--- src/rtl/ifetch_pkg.sv ---
// ifetch_pkg: shared types and constants for the instruction-fetch queue.
package ifetch_pkg;
    localparam logic [31:0] NOP_INSTR   = 32'hE1A00000;
    localparam int          INSTR_BYTES = 4;

    typedef struct packed {
        logic [31:0] pc;
        logic [31:0] instr;
    } fetch_entry_t;

    function automatic logic [31:0] sat_add(input logic [31:0] a, input logic [31:0] b);
        logic [32:0] s;
        s = {1'b0, a} + {1'b0, b};
        return s[32] ? '1 : s[31:0];
    endfunction
endpackage

--- src/rtl/ifetch_fifo.sv ---
// ifetch_fifo: DEPTH-entry synchronous FIFO of fetch entries; pointers carry an extra wrap bit.
module ifetch_fifo
    import ifetch_pkg::*;
#(
    parameter int DEPTH = 4
) (
    input  logic                     clk,
    input  logic                     rst,
    input  logic                     push,
    input  logic                     pop,
    input  logic                     clear,
    input  fetch_entry_t             din,
    output fetch_entry_t             dout,
    output logic                     full,
    output logic                     empty,
    output logic [$clog2(DEPTH):0]   count
);
    localparam int AW = $clog2(DEPTH);

    logic [AW:0]  wr_ptr, rd_ptr;
    fetch_entry_t mem [DEPTH];

    assign count = wr_ptr - rd_ptr;
    assign empty = wr_ptr == rd_ptr;
    assign full  = count == (AW + 1)'(DEPTH);
    assign dout  = mem[rd_ptr[AW-1:0]];

    always_ff @(posedge clk or negedge rst) begin
        if (!rst) begin
            wr_ptr <= '0;
            rd_ptr <= '0;
        end else if (clear) begin
            wr_ptr <= '0;
            rd_ptr <= '0;
        end else begin
            if (push) wr_ptr <= wr_ptr + 1'b1;
            if (pop)  rd_ptr <= rd_ptr + 1'b1;
        end
    end

    always_ff @(posedge clk) begin
        if (push && !clear) mem[wr_ptr[AW-1:0]] <= din;
    end
endmodule

--- src/rtl/ifetch_queue.sv ---
// ifetch_queue: PC sequencing, 1-cycle imem handshake and prefetch queue feeding decode.
// Define IFETCH_PERF_EN to add saturating perf_fetched / perf_flushed counters.
module ifetch_queue
    import ifetch_pkg::*;
#(
    parameter int                ADDR_W   = 32,
    parameter int                INSTR_W  = 32,
    parameter int                DEPTH    = 4,
    parameter logic [ADDR_W-1:0] RESET_PC = '0
) (
    input  logic               clk,
    input  logic               rst,
    output logic               imem_req,
    output logic [ADDR_W-1:0]  imem_addr,
    input  logic               imem_gnt,
    input  logic               imem_rvalid,
    input  logic [INSTR_W-1:0] imem_rdata,
    input  logic               redirect,
    input  logic [ADDR_W-1:0]  redirect_pc,
    input  logic               bubble,
    output logic               id_valid,
    output logic [INSTR_W-1:0] id_instr,
    output logic [ADDR_W-1:0]  id_pc,
    input  logic               id_ready
`ifdef IFETCH_PERF_EN
    ,
    output logic [31:0]        perf_fetched,
    output logic [31:0]        perf_flushed
`endif
);
    localparam int CW = $clog2(DEPTH) + 1;

    logic [ADDR_W-1:0] pc, req_pc;
    logic              inflight, drop, accept, push, pop, full, empty, bub;
    logic [CW-1:0]     count;
    fetch_entry_t      din, head;

    // Reset gates the combinational outputs so they drop to zero immediately.
    assign bub       = bubble & rst;
    assign imem_req  = rst & ~redirect & ~full & (count + CW'(inflight) < CW'(DEPTH));
    assign imem_addr = pc;
    assign accept    = imem_req & imem_gnt;
    assign push      = imem_rvalid & inflight & ~drop & ~redirect;
    assign pop       = ~empty & id_ready & ~bub & ~redirect;
    assign din       = '{pc: 32'(req_pc), instr: 32'(imem_rdata)};

    assign id_valid = bub | ~empty;
    assign id_instr = bub ? INSTR_W'(NOP_INSTR) : (empty ? '0 : INSTR_W'(head.instr));
    assign id_pc    = (bub | empty) ? '0 : ADDR_W'(head.pc);

    ifetch_fifo #(.DEPTH(DEPTH)) u_fifo (
        .clk   (clk),
        .rst   (rst),
        .push  (push),
        .pop   (pop),
        .clear (redirect),
        .din   (din),
        .dout  (head),
        .full  (full),
        .empty (empty),
        .count (count)
    );

    always_ff @(posedge clk or negedge rst) begin
        if (!rst) begin
            pc       <= RESET_PC;
            req_pc   <= '0;
            inflight <= 1'b0;
            drop     <= 1'b0;
        end else begin
            drop <= redirect & inflight;
            if (redirect) begin
                pc       <= redirect_pc & ~ADDR_W'(3);
                inflight <= 1'b0;
            end else begin
                if (accept) begin
                    pc     <= pc + ADDR_W'(INSTR_BYTES);
                    req_pc <= pc;
                end
                inflight <= accept | (inflight & ~imem_rvalid);
            end
        end
    end

`ifdef IFETCH_PERF_EN
    always_ff @(posedge clk or negedge rst) begin
        if (!rst) begin
            perf_fetched <= '0;
            perf_flushed <= '0;
        end else begin
            perf_fetched <= sat_add(perf_fetched, 32'(accept));
            if (redirect) perf_flushed <= sat_add(perf_flushed, 32'(count) + 32'(inflight));
        end
    end
`endif
endmodule
--- config.mk ---
export PLATFORM = sky130hd
export DESIGN_NAME = ifetch_queue
export DESIGN_NICKNAME = d
export VERILOG_FILES = /design/src/rtl/ifetch_pkg.sv /design/src/rtl/ifetch_fifo.sv /design/src/rtl/ifetch_queue.sv
export SDC_FILE = /design/constraint.sdc
export NUM_CORES = 1
export LEC_CHECK = 0
export CAP_MARGIN = 40
export CORE_ASPECT_RATIO = 0.6
export CORE_MARGIN = 5
export CORE_UTILIZATION = 40
export DETAILED_ROUTE_END_ITERATION = 8
export DONT_BUFFER_PORTS = 1
export SYNTH_ARGS = -nofsm -noshare
export SYNTH_HDL_FRONTEND = slang
export SYNTH_SLANG_ARGS = --single-unit
--- constraint.sdc ---
create_clock -name clk -period 5.84 [get_ports clk]
set_input_delay 1.168 -clock clk [delete_from_list [all_inputs] [get_ports clk]]
set_output_delay 1.168 -clock clk [all_outputs]
set_load 0.05 [all_outputs]
Word-level counts from Yosys, hierarchy flattened. Memories as Yosys holds them, arrays and structs flattened. Cells that the tools add are included.

Memories kept: 1. Logic and storage cells: 55. Bits in writable memories: 256. Output and inout port bits: 98. Bits of input ports: 71. Register bits after elaboration: 72.

Memories: u_fifo.mem (words 4, width 64, read ports 1, clocked after memory_dff 0, write ports 1, line ifetch_fifo.sv:21) `fetch_entry_t mem [DEPTH];`.

Reductions and logical operators: 6. Bitwise gates (word level): 22. Add/sub/neg operators: 5. Muxes and demuxes: 12. Magnitude comparators: 1. Eq/ne operators: 2.

Operators with widths (count): 32-bit two-way mux (5); 32-bit by 3-bit adder with 32-bit output (second input constant) (1); 1-bit bitwise AND (13); 3-bit two-way mux (4); 3-bit by 1-bit adder with 3-bit output (second input constant) (2); 1-bit inverter (6); 2-bit nonzero test (3); 3-bit by 1-bit adder with 3-bit output (1); 3-bit == test (1); 3-bit == test (second input constant) (1); 3-bit less-than comparator (second input constant) (1); 1-bit two-way mux (3); 1-bit OR (3); 3-bit subtractor (1); 2-bit AND reduction (1); 1-bit logical AND (1); 1-bit zero test (1).

Longest topological paths before layout.
Word-level depth: 8. Gate-level depth with buffers: 10. Depth with buffers taken out: 8.

By module. A second synthesis with hierarchy kept.

Cell total of the unflattened synthesis: 812. Area total of the unflattened synthesis: 13321.5 µm².

Modules (own cells, without submodules): ifetch_fifo (area an instance 9689.3 µm², cells each 378, times used 1, sequential area each 7837.5 µm²); ifetch_queue (area an instance 3632.2 µm², cells each 434, times used 1, sequential area each 1551.5 µm²).

Worst setup path before layout. No wires, ideal clock.

Path kind: in2reg. Start: input port redirect. End: memory u_fifo.mem[3][0] (netlist name) (enable). Buffers on the path: 3. Stages: 4. Library setup time: 558 ps. Data required time: 5282 ps. Slack: -724 ps. Arrival: 6006 ps. Cell sequence: clkbuf_1 -> clkbuf_1 -> clkbuf_1 -> nor3_1.

Longest elaborated chain between the ends: 5. Elaborated cells on any way between the ends: 6. Those cells by class: mux: 2; bitwise: 2; reduce/logical: 2.

Ends and longest elaborated chain: from (decl) (line ifetch_queue.sv:18) `input logic redirect,`; 1-bit inverter (no source line); 1-bit bitwise AND (line ifetch_queue.sv:43) `assign push = imem_rvalid & inflight & ~drop & ~redirect;`; 1-bit logical AND * (line ifetch_fifo.sv:42) `if (push && !clear) mem[wr_ptr[AW-1:0]] <= din;`; 1-bit two-way mux * (line ifetch_fifo.sv:42); 1-bit two-way mux (implied by the code) * (line ifetch_fifo.sv:42); to (decl) (line ifetch_fifo.sv:21).

Mark *: on every way between the ends. The rest lies on a longest branch, timed or not.

Final worst setup path.
Start: register u_fifo.rd_ptr[1]. End: output port imem_req.

Longest elaborated chain between the ends: 5. Elaborated cells on any way between the ends: 7. Those cells by class: add/sub: 2; order compare: 1; eq/ne: 1; bitwise: 3.

Ends and longest elaborated chain: from (decl) (line ifetch_fifo.sv:20) `logic [AW:0] wr_ptr, rd_ptr;`; from (signal assigned) (line ifetch_fifo.sv:37) `if (pop) rd_ptr <= rd_ptr + 1'b1;`; 3-bit subtractor * (line ifetch_fifo.sv:23) `assign count = wr_ptr - rd_ptr;`; parallel branches: the longest is 3 deep, another holds 3-bit by 1-bit adder with 3-bit output; 1-bit bitwise AND * (line ifetch_queue.sv:40) `assign imem_req = rst & ~redirect & ~full & (count + CW'(inflight) < CW'(DEPTH));`; to (decl) (line ifetch_queue.sv:13) `output logic imem_req,`.

Every way passes the cells marked *.

==> flow_summary.rst <==
.. list-table::
   :header-rows: 1

   * - Metric
     - Value
   * - Vias after detailed routing
     - 6782
   * - Clock-pin slew reported for the worst setup and hold paths after clock tree synthesis
     - 70 ps
   * - Startpoint of the most critical register-to-register path
     - u_fifo.rd_ptr[1]$_DFFE_PN0P_
   * - Worst max-slew margin expressed relative to the limit
     - 44.6%
   * - TritonCTS sink count
     - 316
   * - Overflow left after global routing
     - 0
   * - LEAKAGE
     - 5.04 nW
   * - Number of DRC markers after the initial detailed-route iteration
     - 422
   * - WL/cell
     - 23.5 um
   * - Setup skew after layout
     - approximately 16 ps
   * - Core region area
     - between 30000 and 40000 um2
   * - Height of the chip
     - 149 um
   * - Clock Root Buffer
     - clkbuf_16
   * - Final worst path period share
     - around 79%
   * - Vias in the first global route
     - roughly 7300
   * - Area growth syn-to-layout
     - 16.4%
   * - Number of hold buffers added after cts
     - 0
   * - H-tree Lvls
     - 1
   * - # DRC
     - 0
   * - Worst IR drop on VDD
     - 0.278 mV
   * - Count of maximum capacitance violations
     - 0
   * - Class of the tightest hold or removal check
     - primary input to async pin
   * - Share of final-layout standard cells stronger than drive strength 1
     - 27.3%
   * - Clock latency on the worst-skew pair
     - 560 ps
   * - Main combinational cell family by area after synthesis
     - multiplexers
   * - Die area
     - between 30000 and 40000 um2
   * - Maximum fanout along the worst path
     - 30
   * - Antenna violations before repair
     - 1
   * - Net switching power of the design
     - between 1 and 1.5 mW
   * - Internal power consumption
     - 3.91 mW
   * - Cell row count
     - 50
   * - Critical Setup Path Class
     - flip-flop to output port
   * - Number of nets with antenna violations after detailed routing
     - 0
   * - CTS tree
     - done
   * - Count of synthesis-stage warnings from yosys
     - 0
   * - First-pass GRT wire length
     - between 40000 and 50000 um
   * - Horizontal die dimension
     - 242 um
   * - Syn Std Cell Area
     - 12900 um2
   * - Final setup viols
     - 0
   * - Count of final hold-check violations
     - 0
   * - Area fraction in compound gates after synthesis
     - 1.96%
   * - Global-route total usage across every layer
     - roughly 16%
   * - Sequential area share after synthesis
     - 71.1%
   * - Buffering stage count on the worst path with inverters included
     - 0
   * - I/O pin count
     - roughly 170
   * - Share of total power in combinational logic
     - 5.2%
   * - RSZ-0062 raised after global routing
     - no
   * - Crit-path cells
     - fa_1, nor3b_1, xor2_2, nor3b_2
   * - Cts bufs inserted
     - 30
   * - Avg Inst Size Synth
     - 17.2 um2
   * - Achievable clock frequency
     - around 0.22 GHz
   * - Post-CTS setup-driven buffer insertion count
     - 0
   * - Starting utilization of the core area
     - between 40% and 50%
   * - Share of flip-flops with an asynchronous set or reset
     - a little over a fifth
   * - Run status
     - finished clean
   * - Endpoint arrival time on the critical path
     - 3470 ps
   * - Avg Vias per Cell
     - about 5.4
   * - Post-DP HPWL
     - 18900 um
   * - Peak per-stage delay on the critical path
     - slightly below 800 ps
   * - Max clock buf depth
     - 3
   * - Gate Count Post-Synth
     - 746
   * - Largest net degree at the start of global routing
     - 73
   * - Crit path setup slack, layout
     - 1200 ps
   * - Cell family with most CP delay
     - simple AND/OR/NAND/NOR gates
   * - Critical path endpoint category
     - output port
   * - Number of synthesized register bits
     - approximately 320
   * - Port Buffer Count
     - 0
   * - Sequential group share of total power
     - 53.7%
   * - Number of fillers in the final layout
     - approximately 2700
   * - Clock group share of total power
     - about two fifths
   * - Sort of element at the start of the critical path
     - flip-flop
   * - Clock period minus worst slack
     - ~4600 ps
   * - Sw Ratio
     - 23.3%
   * - Simple-Gate Fraction of Synth Area
     - 8.49%
   * - Most used DFF post-synth
     - edfxtp_1
   * - Synth cell types
     - between 40 and 50
   * - Max stage delay cell, worst path
     - dfrtp_4
   * - Worst slack after detailed placement
     - roughly 1800 ps
   * - Accumulated negative setup slack
     - 0 ps
   * - Slew at the pin closest to its max-slew limit
     - a little over 800 ps
   * - Final-report max-slew violation count
     - 0
   * - Post-synthesis share of cell area spent on xor and xnor gates
     - 1.89%
   * - Required time reported for the critical path endpoint
     - about 4700 ps
   * - Mux contribution to synthesized area
     - 13.8%
   * - Startpoint of the worst setup timing path
     - u_fifo.rd_ptr[1]$_DFFE_PN0P_
   * - Wire length after detailed routing
     - 29400 um
   * - Final Net Count
     - about 890
   * - Number of antenna repair diodes
     - 0
   * - EDFF count, synth
     - 248
   * - Adder-cell area share of the yosys netlist
     - less than 1%
   * - GPL Wtd Cong
     - 0.719
   * - Pre-Repair DR Iteration Count
     - 5
   * - Number of resized instances in the post-cts repair step
     - 0
   * - Power density over the cells
     - 340 nW/um2
[final cells by class]
| type | instances | area [um2] | area share [%] |
|---|---|---|---|
| clock buffer | 32 | 779 | 5.21 |
| inverter | 12 | 45.0 | 0.301 |
| timing repair buffer | 76 | 641 | 4.28 |
| multi-input combinational | 378 | 3530 | 23.6 |
| sequential | 316 | 9160 | 61.2 |
| tap | 416 | 520 | 3.48 |
| clock inverter | 24 | 298 | 1.99 |
[power groups by stage]
| stage | sequential, mW | combinational [mW] | clock, mW |
|---|---|---|---|
| 2_1_floorplan | 2.74 | 0.211 | 0 |
| 3_3_place_gp | 2.77 | 0.240 | 0 |
| 3_5_place_dp | 2.79 | 0.265 | 0 |
| 4_1_cts | 2.74 | 0.266 | 2.14 |
| 5_1_grt | 2.75 | 0.284 | 2.25 |
| 6_report | 2.74 | 0.262 | 2.09 |
[layer usage]
metal,GRT usage [%],share of wire [%],vias to the layer above
li1,-,-,3007
met1,22.1,44,3549
met2,26.5,47,187
met3,5.16,7.3,37
met4,2.94,1.6,2
met5,0,0.068,-
[cells in the mapped netlist (14+ instances only)]
master	count	area [um2]
edfxtp_1	248	7450
dfrtp_1	68	1700
mux4_2	62	1400
nor2b_1	56	350
nand2_1	37	139
o21ai_0	32	160
clkbuf_1	28	105
mux2_2	26	293
nor2_1	21	78.8
xnor2_1	21	184
nor4_1	15	93.8
nand3_1	14	70.1
[worst paths after layout]
check	to	slack, ps	cells past startpoint
min in group clk	u_fifo.mem[2][62]$_DFFE_PP_	510	0
worst max register to register	imem_addr[26]$_DFFE_PN0P_	2190	7
max in group asynchronous	u_fifo.rd_ptr[1]$_DFFE_PN0P_	5380	0
worst min-delay path	imem_addr[11]$_DFFE_PN0P_	300	0
worst max-delay path	imem_req	1200	4
worst min register to register	u_fifo.mem[2][62]$_DFFE_PP_	510	0
[placed cells by master (no fill, tap or decap), types with 26 or more instances in the layout]
master     count
mux4_2        62
edfxtp_1     248
o21ai_0       26
clkbuf_16     31
buf_4         71
nor2b_1       56
dfrtp_1       66
mux2_2        26
nand2_1       37
[kinds of logic after synthesis]
kind of cell,count (synthesis)
compound gates,47
xor+xnor,26
fa+ha+maj,9
buf+inv,55
flops,316
mux,96
other cells,1
simple gates,196
[registers in the layout, summed over array words and instances (netlist names)]
register / cells
u_fifo.mem: 248
req_pc: 30
u_fifo.wr_ptr: 3
inflight: 1
u_fifo.rd_ptr: 3
imem_addr: 30
drop: 1
[per-stage QoR]
step	util (%)	hold WS, ps	instances	total power, mW	instance area [um2]
3_5_place_dp	44.1	496	1198	3.05	13900
3_3_place_gp	42.7	481	1146	3.01	13400
2_1_floorplan	-	471	749	2.95	12900
4_1_cts	47.6	264	1254	5.15	15000
5_1_grt	47.6	258	1254	5.28	15000
6_report	47.6	297	1254	5.10	15000
Power figures use the tool's default switching activity.
